==> config.mk <==
export PLATFORM = sky130hd
export DESIGN_NAME = traffic_phase_sequencer
export DESIGN_NICKNAME = d
export VERILOG_FILES = /design/src/rtl/traffic_pkg.sv /design/src/rtl/phase_duration_lut.sv /design/src/rtl/traffic_phase_sequencer.sv
export SDC_FILE = /design/constraint.sdc
export NUM_CORES = 1
export LEC_CHECK = 0
export BUFFER_PORTS_ARGS = -buffer_cell sky130_fd_sc_hd__buf_4
export CAP_MARGIN = 20
export CORE_AREA = 2 2 39 41
export CTS_CLUSTER_DIAMETER = 50
export DETAILED_ROUTE_END_ITERATION = 7
export DIE_AREA = 0 0 41 43
export PLACE_DENSITY = 0.62
export SLEW_MARGIN = 20
export SYNTH_ARGS = -nofsm -noshare
export SYNTH_HDL_FRONTEND = slang
export SYNTH_SLANG_ARGS = --single-unit
==> constraint.sdc <==
create_clock -name clk -period 1.2 [get_ports clk]
set_input_delay 0 -clock clk [delete_from_list [all_inputs] [get_ports clk]]
set_output_delay 0 -clock clk [all_outputs]
set_load 0.1 [all_outputs]
==> src/rtl/traffic_pkg.sv <==
// Shared types and constants for the two-road traffic phase sequencer:
// phase-state encoding, lamp patterns and the fixed phase order.
package traffic_pkg;

    typedef enum logic [2:0] {
        ALL_RED_A = 3'd0,
        NS_GREEN  = 3'd1,
        NS_YELLOW = 3'd2,
        ALL_RED_B = 3'd3,
        EW_GREEN  = 3'd4,
        EW_YELLOW = 3'd5
    } phase_e;

    // Lamp patterns are {R,Y,G}
    localparam logic [2:0] LIGHT_R = 3'b100;
    localparam logic [2:0] LIGHT_Y = 3'b010;
    localparam logic [2:0] LIGHT_G = 3'b001;

    function automatic phase_e next_phase(input phase_e cur);
        phase_e nxt;
        case (cur)
            ALL_RED_A: nxt = NS_GREEN;
            NS_GREEN:  nxt = NS_YELLOW;
            NS_YELLOW: nxt = ALL_RED_B;
            ALL_RED_B: nxt = EW_GREEN;
            EW_GREEN:  nxt = EW_YELLOW;
            EW_YELLOW: nxt = ALL_RED_A;
            default:   nxt = ALL_RED_A;
        endcase
        return nxt;
    endfunction

endpackage

==> src/rtl/phase_duration_lut.sv <==
// Combinational phase -> timer load value lookup. The pedestrian extension
// input lengthens EW_GREEN only.
module phase_duration_lut
    import traffic_pkg::*;
#(
    parameter int COUNT_SIZE  = 7,
    parameter int GREEN_TIME  = 30,
    parameter int YELLOW_TIME = 4,
    parameter int CLEAR_TIME  = 2,
    parameter int PED_EXTRA   = 10
) (
    input  logic [2:0]            phase_i,
    input  logic                  ped_ext_i,
    output logic [COUNT_SIZE-1:0] duration_o
);

    localparam logic [COUNT_SIZE-1:0] DUR_GREEN  = COUNT_SIZE'(GREEN_TIME);
    localparam logic [COUNT_SIZE-1:0] DUR_EXT    = COUNT_SIZE'(GREEN_TIME + PED_EXTRA);
    localparam logic [COUNT_SIZE-1:0] DUR_YELLOW = COUNT_SIZE'(YELLOW_TIME);
    localparam logic [COUNT_SIZE-1:0] DUR_CLEAR  = COUNT_SIZE'(CLEAR_TIME);

    // Duration of the phase currently being entered
    always_comb begin
        duration_o = DUR_CLEAR;
        case (phase_i)
            ALL_RED_A: duration_o = DUR_CLEAR;
            NS_GREEN:  duration_o = DUR_GREEN;
            NS_YELLOW: duration_o = DUR_YELLOW;
            ALL_RED_B: duration_o = DUR_CLEAR;
            EW_GREEN: begin
                if (ped_ext_i) begin
                    duration_o = DUR_EXT;
                end else begin
                    duration_o = DUR_GREEN;
                end
            end
            EW_YELLOW: duration_o = DUR_YELLOW;
            default:   duration_o = DUR_CLEAR;
        endcase
    end

endmodule

==> src/rtl/traffic_phase_sequencer.sv <==
// Two-road intersection phase sequencer driving an external countdown timer.
// Optional pedestrian green extension is enabled by defining PED_EXTEND_EN.
module traffic_phase_sequencer
    import traffic_pkg::*;
#(
    parameter int COUNT_SIZE  = 7,
    parameter int GREEN_TIME  = 30,
    parameter int YELLOW_TIME = 4,
    parameter int CLEAR_TIME  = 2,
    parameter int PED_EXTRA   = 10
) (
    input  logic                  clk,
    input  logic                  rst,
    input  logic                  tick,
    input  logic                  hold,
    input  logic                  ped_req,
    input  logic [COUNT_SIZE-1:0] tmr_count,
    output logic                  tmr_load,
    output logic [COUNT_SIZE-1:0] tmr_load_val,
    output logic                  tmr_down,
    output logic [2:0]            ns_light,
    output logic [2:0]            ew_light,
    output logic                  ped_walk
);

    if ((GREEN_TIME + PED_EXTRA) >= (1 << COUNT_SIZE)) begin : g_bad_ext
        $error("GREEN_TIME+PED_EXTRA does not fit in COUNT_SIZE bits");
    end
    if (GREEN_TIME < 1 || YELLOW_TIME < 1 || CLEAR_TIME < 1) begin : g_bad_min
        $error("every phase duration must be at least 1");
    end

    phase_e state_q, state_d;
    logic   armed_q, armed_d;
    logic   ped_q, ped_d;
    logic   walk_q, walk_d;
    logic   entry_s;
    logic   expired_s;
    phase_e nxt_s;

    // armed is low only in the first cycle of a phase, which is the load cycle
    assign entry_s   = ~armed_q;
    assign expired_s = armed_q & ~hold & (tmr_count == {COUNT_SIZE{1'b0}});
    assign nxt_s     = next_phase(state_q);

    // Next-state, armed flag and pedestrian bookkeeping
    always_comb begin
        state_d = state_q;
        armed_d = armed_q;
        ped_d   = ped_q;
        walk_d  = walk_q;
        if (entry_s) begin
            armed_d = 1'b1;
        end else if (expired_s) begin
            state_d = nxt_s;
            armed_d = 1'b0;
        end else begin
            armed_d = armed_q;
        end
`ifdef PED_EXTEND_EN
        // A request is served on the edge that enters EW_GREEN, including one arriving on that edge
        if (expired_s && (nxt_s == EW_GREEN)) begin
            walk_d = ped_q | ped_req;
            ped_d  = 1'b0;
        end else if (expired_s) begin
            walk_d = 1'b0;
            ped_d  = ped_q | ped_req;
        end else begin
            walk_d = walk_q;
            ped_d  = ped_q | ped_req;
        end
`else
        walk_d = 1'b0;
        ped_d  = 1'b0;
`endif
    end

`ifndef PED_EXTEND_EN
    logic unused_ped_s;
    assign unused_ped_s = ped_req;
`endif

    // State register with synchronous active-low reset
    always_ff @(posedge clk) begin
        if (!rst) begin
            state_q <= ALL_RED_A;
            armed_q <= 1'b0;
            ped_q   <= 1'b0;
            walk_q  <= 1'b0;
        end else begin
            state_q <= state_d;
            armed_q <= armed_d;
            ped_q   <= ped_d;
            walk_q  <= walk_d;
        end
    end

    phase_duration_lut #(
        .COUNT_SIZE (COUNT_SIZE),
        .GREEN_TIME (GREEN_TIME),
        .YELLOW_TIME(YELLOW_TIME),
        .CLEAR_TIME (CLEAR_TIME),
        .PED_EXTRA  (PED_EXTRA)
    ) u_lut (
        .phase_i   (state_q),
        .ped_ext_i (walk_q),
        .duration_o(tmr_load_val)
    );

    assign tmr_load = entry_s & rst;
    assign tmr_down = tick & armed_q & ~hold;
    assign ped_walk = walk_q;

    // Lamp decode from the registered phase only
    always_comb begin
        ns_light = LIGHT_R;
        ew_light = LIGHT_R;
        case (state_q)
            NS_GREEN:  ns_light = LIGHT_G;
            NS_YELLOW: ns_light = LIGHT_Y;
            EW_GREEN:  ew_light = LIGHT_G;
            EW_YELLOW: ew_light = LIGHT_Y;
            default: begin
                ns_light = LIGHT_R;
                ew_light = LIGHT_R;
            end
        endcase
    end

endmodule
==> flow_summary_export.csv <==
group,metric,value,unit
status,status,"complete, but fails checks",
status,violations,"negative setup slack",
place,gp_congestion,0.729,
yosys,yosys.area.top_type,"dfxtp_1",
timing,post-route-period-util,101,%
clock_tree,hold_buffers,0,
floorplanning,ios,28,
clock_tree,cts_sinks,4,
finish,drive_above_1_share,74.0,%
hold_path,hold_path.class,"in -> reg",
yosys,ys.warnings.count,0,
yosys,syn_area,363,µm²
timing,max_freq,0.825,GHz
timing,rsz0062_at_grt,"yes",
yosys,postSynthCellCount,44,
timing,final_hold_viol_count,0,
worst_setup_path,critPathSlowestCell,"dfxtp_4",
timing,finalCriticalPeriod,1.21,ns
timing,drv_slew,0,
floorplanning,die_area,1760,µm²
grt,grt-ovfl-total,0,
worst_setup_path,critical_path.max_fanout,6,
floorplanning,rows,14,
timing,finalWorstSetupSlack,-0.0122,ns
place,place_inst,81,
worst_setup_path,worst_r2r_endpoint,"state_q[0]$_SDFFE_PN0P_",
power_and_ir_drop,p_comb_share,31.0,%
grt,grt_max_degree,7,
power_and_ir_drop,swShare,37.1,%
finish,fin_cells,89,
worst_setup_path,r2r_start,"state_q[1]$_SDFFE_PN0P_",
hold_path,min_path_cells,3,
yosys,synth_area_leaders,"dfxtp_1 22%, buf_4 12%, nor4_4 5.9%",
worst_setup_path,reg2regPathDepth,4,
clock_tree,numCtsBuffers,3,
place,numPortBuffers,22,
yosys,synth_edf_count,0,
detailed_routing,ant_nets,0,
yosys,synth-main-ff-cell,"dfxtp_1",
timing,fin_skew,0.00231,ns
place,post-dp-hpwl,633,µm
detailed_routing,drt-wirelength-per-cell,10.1,µm
floorplanning,core,1380,µm²
yosys,synth_seq_cells,4,
clock_tree,cts_tree,"yes",
worst_setup_path,cp-start-kind,"flip-flop",
grt,grt_pass1_wl,1390,µm
worst_setup_path,crit_type,"reg -> out",
worst_setup_path,cp-end-kind,"output port",
finish,num-fill-cells,125,
yosys,ys_seq_area_share,22.1,%
floorplanning,fp.dieH,43,µm
yosys,async_reset_ff_share,0,%
detailed_routing,drtIter0Drc,2,
clock_tree,clkLatencyLatePin,0.24,ns
clock_tree,clkTransAtPathRegs,0.04,ns
finish,syn_to_final_growth,105,%
detailed_routing,num_vias,406,
power_and_ir_drop,switching_power,163,µW
hold_path,min_to,"state_q[1]$_SDFFE_PN0P_",
power_and_ir_drop,pwr-share-seq,29.6,%
floorplanning,start_util,26.2,%
worst_setup_path,cp_data_arrival_time,1.21,ns
yosys,synthDistinctLibCells,25,
worst_setup_path,cp.required,1.20,ns
finish,fin_nets,87,
detailed_routing,dr.pass1.iters,2,
power_and_ir_drop,p_int,277,µW
grt,grt.total_usage,12.3,%
worst_setup_path,max_stage_delay,0.35,ns
power_and_ir_drop,powerDensity,592,nW/µm²
place,post_dp_cell_area,593,µm²
power_and_ir_drop,p_leak,0.000345,µW
power_and_ir_drop,p_clk_share,39.4,%
yosys,yosysTopAreaCellShare,22.1,%
worst_setup_path,r2r_slack,0.10,ns
hold_path,hp-start,"rst",
finish,n_antenna_cell,0,
detailed_routing,post-route-drc-count,0,
clock_tree,htreeDepth,1,
yosys,syn_area_per_cell,8.25,µm²
floorplanning,die_w,41,µm
clock_tree,clockRootBuffer,"clkbuf_4",
timing,finalSetupViolations,2,
finish,post-route-cell-area,743,µm²
run,drv_cap,0,
detailed_routing,drt_wl_total,902,µm
clock_tree,cts_buffer_depth,2,
worst_setup_path,path_cells,"and3b_4, nor2_4, o21ai_4, buf_12",
grt,first_global_vias,357,
detailed_routing,vias_per_cell,4.56,
power_and_ir_drop,ir_drop,0.000438,V
grt,antenna_found_initial,0,
[state kept, by name (all words and copies together), names as in the netlist]
register,flops
armed_q,1
state_q,3
[kinds of logic after synthesis]
group	share of synthesized area, %
flip-flops	22.1
buffers and inverters	16.2
AND/OR/NAND/NOR	40.3
multiplexers	5.52
XOR/XNOR	4.83
AO/OA/AOI/OAI	10.0
other	1.03
[synth_stat cells, types with 2 or more instances]
library cell	number
buf_4	6
o21ai_0	2
nor2_1	4
dfxtp_1	4
nor3b_1	2
nand2_1	3
nand2b_1	2
buf_2	2
and3b_1	2
mux2i_1	2
[power by group through the flow]
stage                     clock network, µW  logic, µW  registers (µW)
after CTS                               177        135             130
final                                   173        136             130
after detailed placement                  0        133             139
after global routing                    198        142             130
after floorplan                           0        106             139
after global placement                    0        133             139
[metrics by stage]
step           utilization [%]  setup TNS, ns  setup WS [ns]  total power, µW  hold slack (ns)
6_report                  53.7        -0.0176        -0.0122              440           0.0456
5_1_grt                   53.7         -0.257        -0.0440              470           0.0397
4_1_cts                   51.1        -0.0227        -0.0134              442           0.0422
3_5_place_dp              42.9              0         0.0466              272            0.300
3_3_place_gp              42.9              0         0.0615              271            0.297
2_1_floorplan                -          -3.32         -0.885              244            0.142
[worst max-delay path, delay by kind of cell (launching register included)]
kind / cells / cell delay (ns)
buffers and inverters: 1 / 0.19
AOI/OAI and AO/OA: 1 / 0.07
and+or+nand+nor: 2 / 0.36
DFF: 1 / 0.35
[worst max path at each step]
stage | from | endpoint
6_report | state_q[1]$_SDFFE_PN0P_ | tmr_load_val[2]
4_1_cts | state_q[1]$_SDFFE_PN0P_ | tmr_load_val[2]
2_1_floorplan | state_q[1]$_SDFFE_PN0P_ | tmr_load_val[2]
3_3_place_gp | state_q[0]$_SDFFE_PN0P_ | ns_light[2]
3_5_place_dp | state_q[2]$_SDFFE_PN0P_ | tmr_load_val[2]
5_1_grt | state_q[1]$_SDFFE_PN0P_ | tmr_load_val[2]
[cells in the final DEF (no fill, tap or decap), drive strengths merged, types with 2 or more instances in the layout]
master,count
and3b,2
nor2,4
nand2b,2
buf,30
o21ai,2
conb,4
clkbuf,4
mux2i,2
nor3b,2
dfxtp,4
nand2,3
[timing repair]
item | CTS | global route
setup endpoints to repair | 10 | 11
buffers inserted | 4 | 1
resized for setup | 17 | 6
pin swaps | 1 | 1
cloned | 0 | 0
[final cells by class]
type	instances	area, µm²	area share, %
Multi-Input combinational cell	34	324	43.6
Timing Repair Buffer	31	282	37.9
Sequential cell	4	91.3	12.3
Clock buffer	3	22.5	3.03
Tap cell	16	20.0	2.69
Inverter	1	3.75	0.505
[routing by layer]
layer / track usage, % / up-vias / part of all wire, %
met5: 0 / - / 0
met3: 6.81 / 5 / 7.5
met4: 8.00 / 0 / 2.8
li1: - / 198 / -
met2: 19.4 / 13 / 54
met1: 11.3 / 190 / 36
Note: power is estimated with default switching activity, not from simulation.
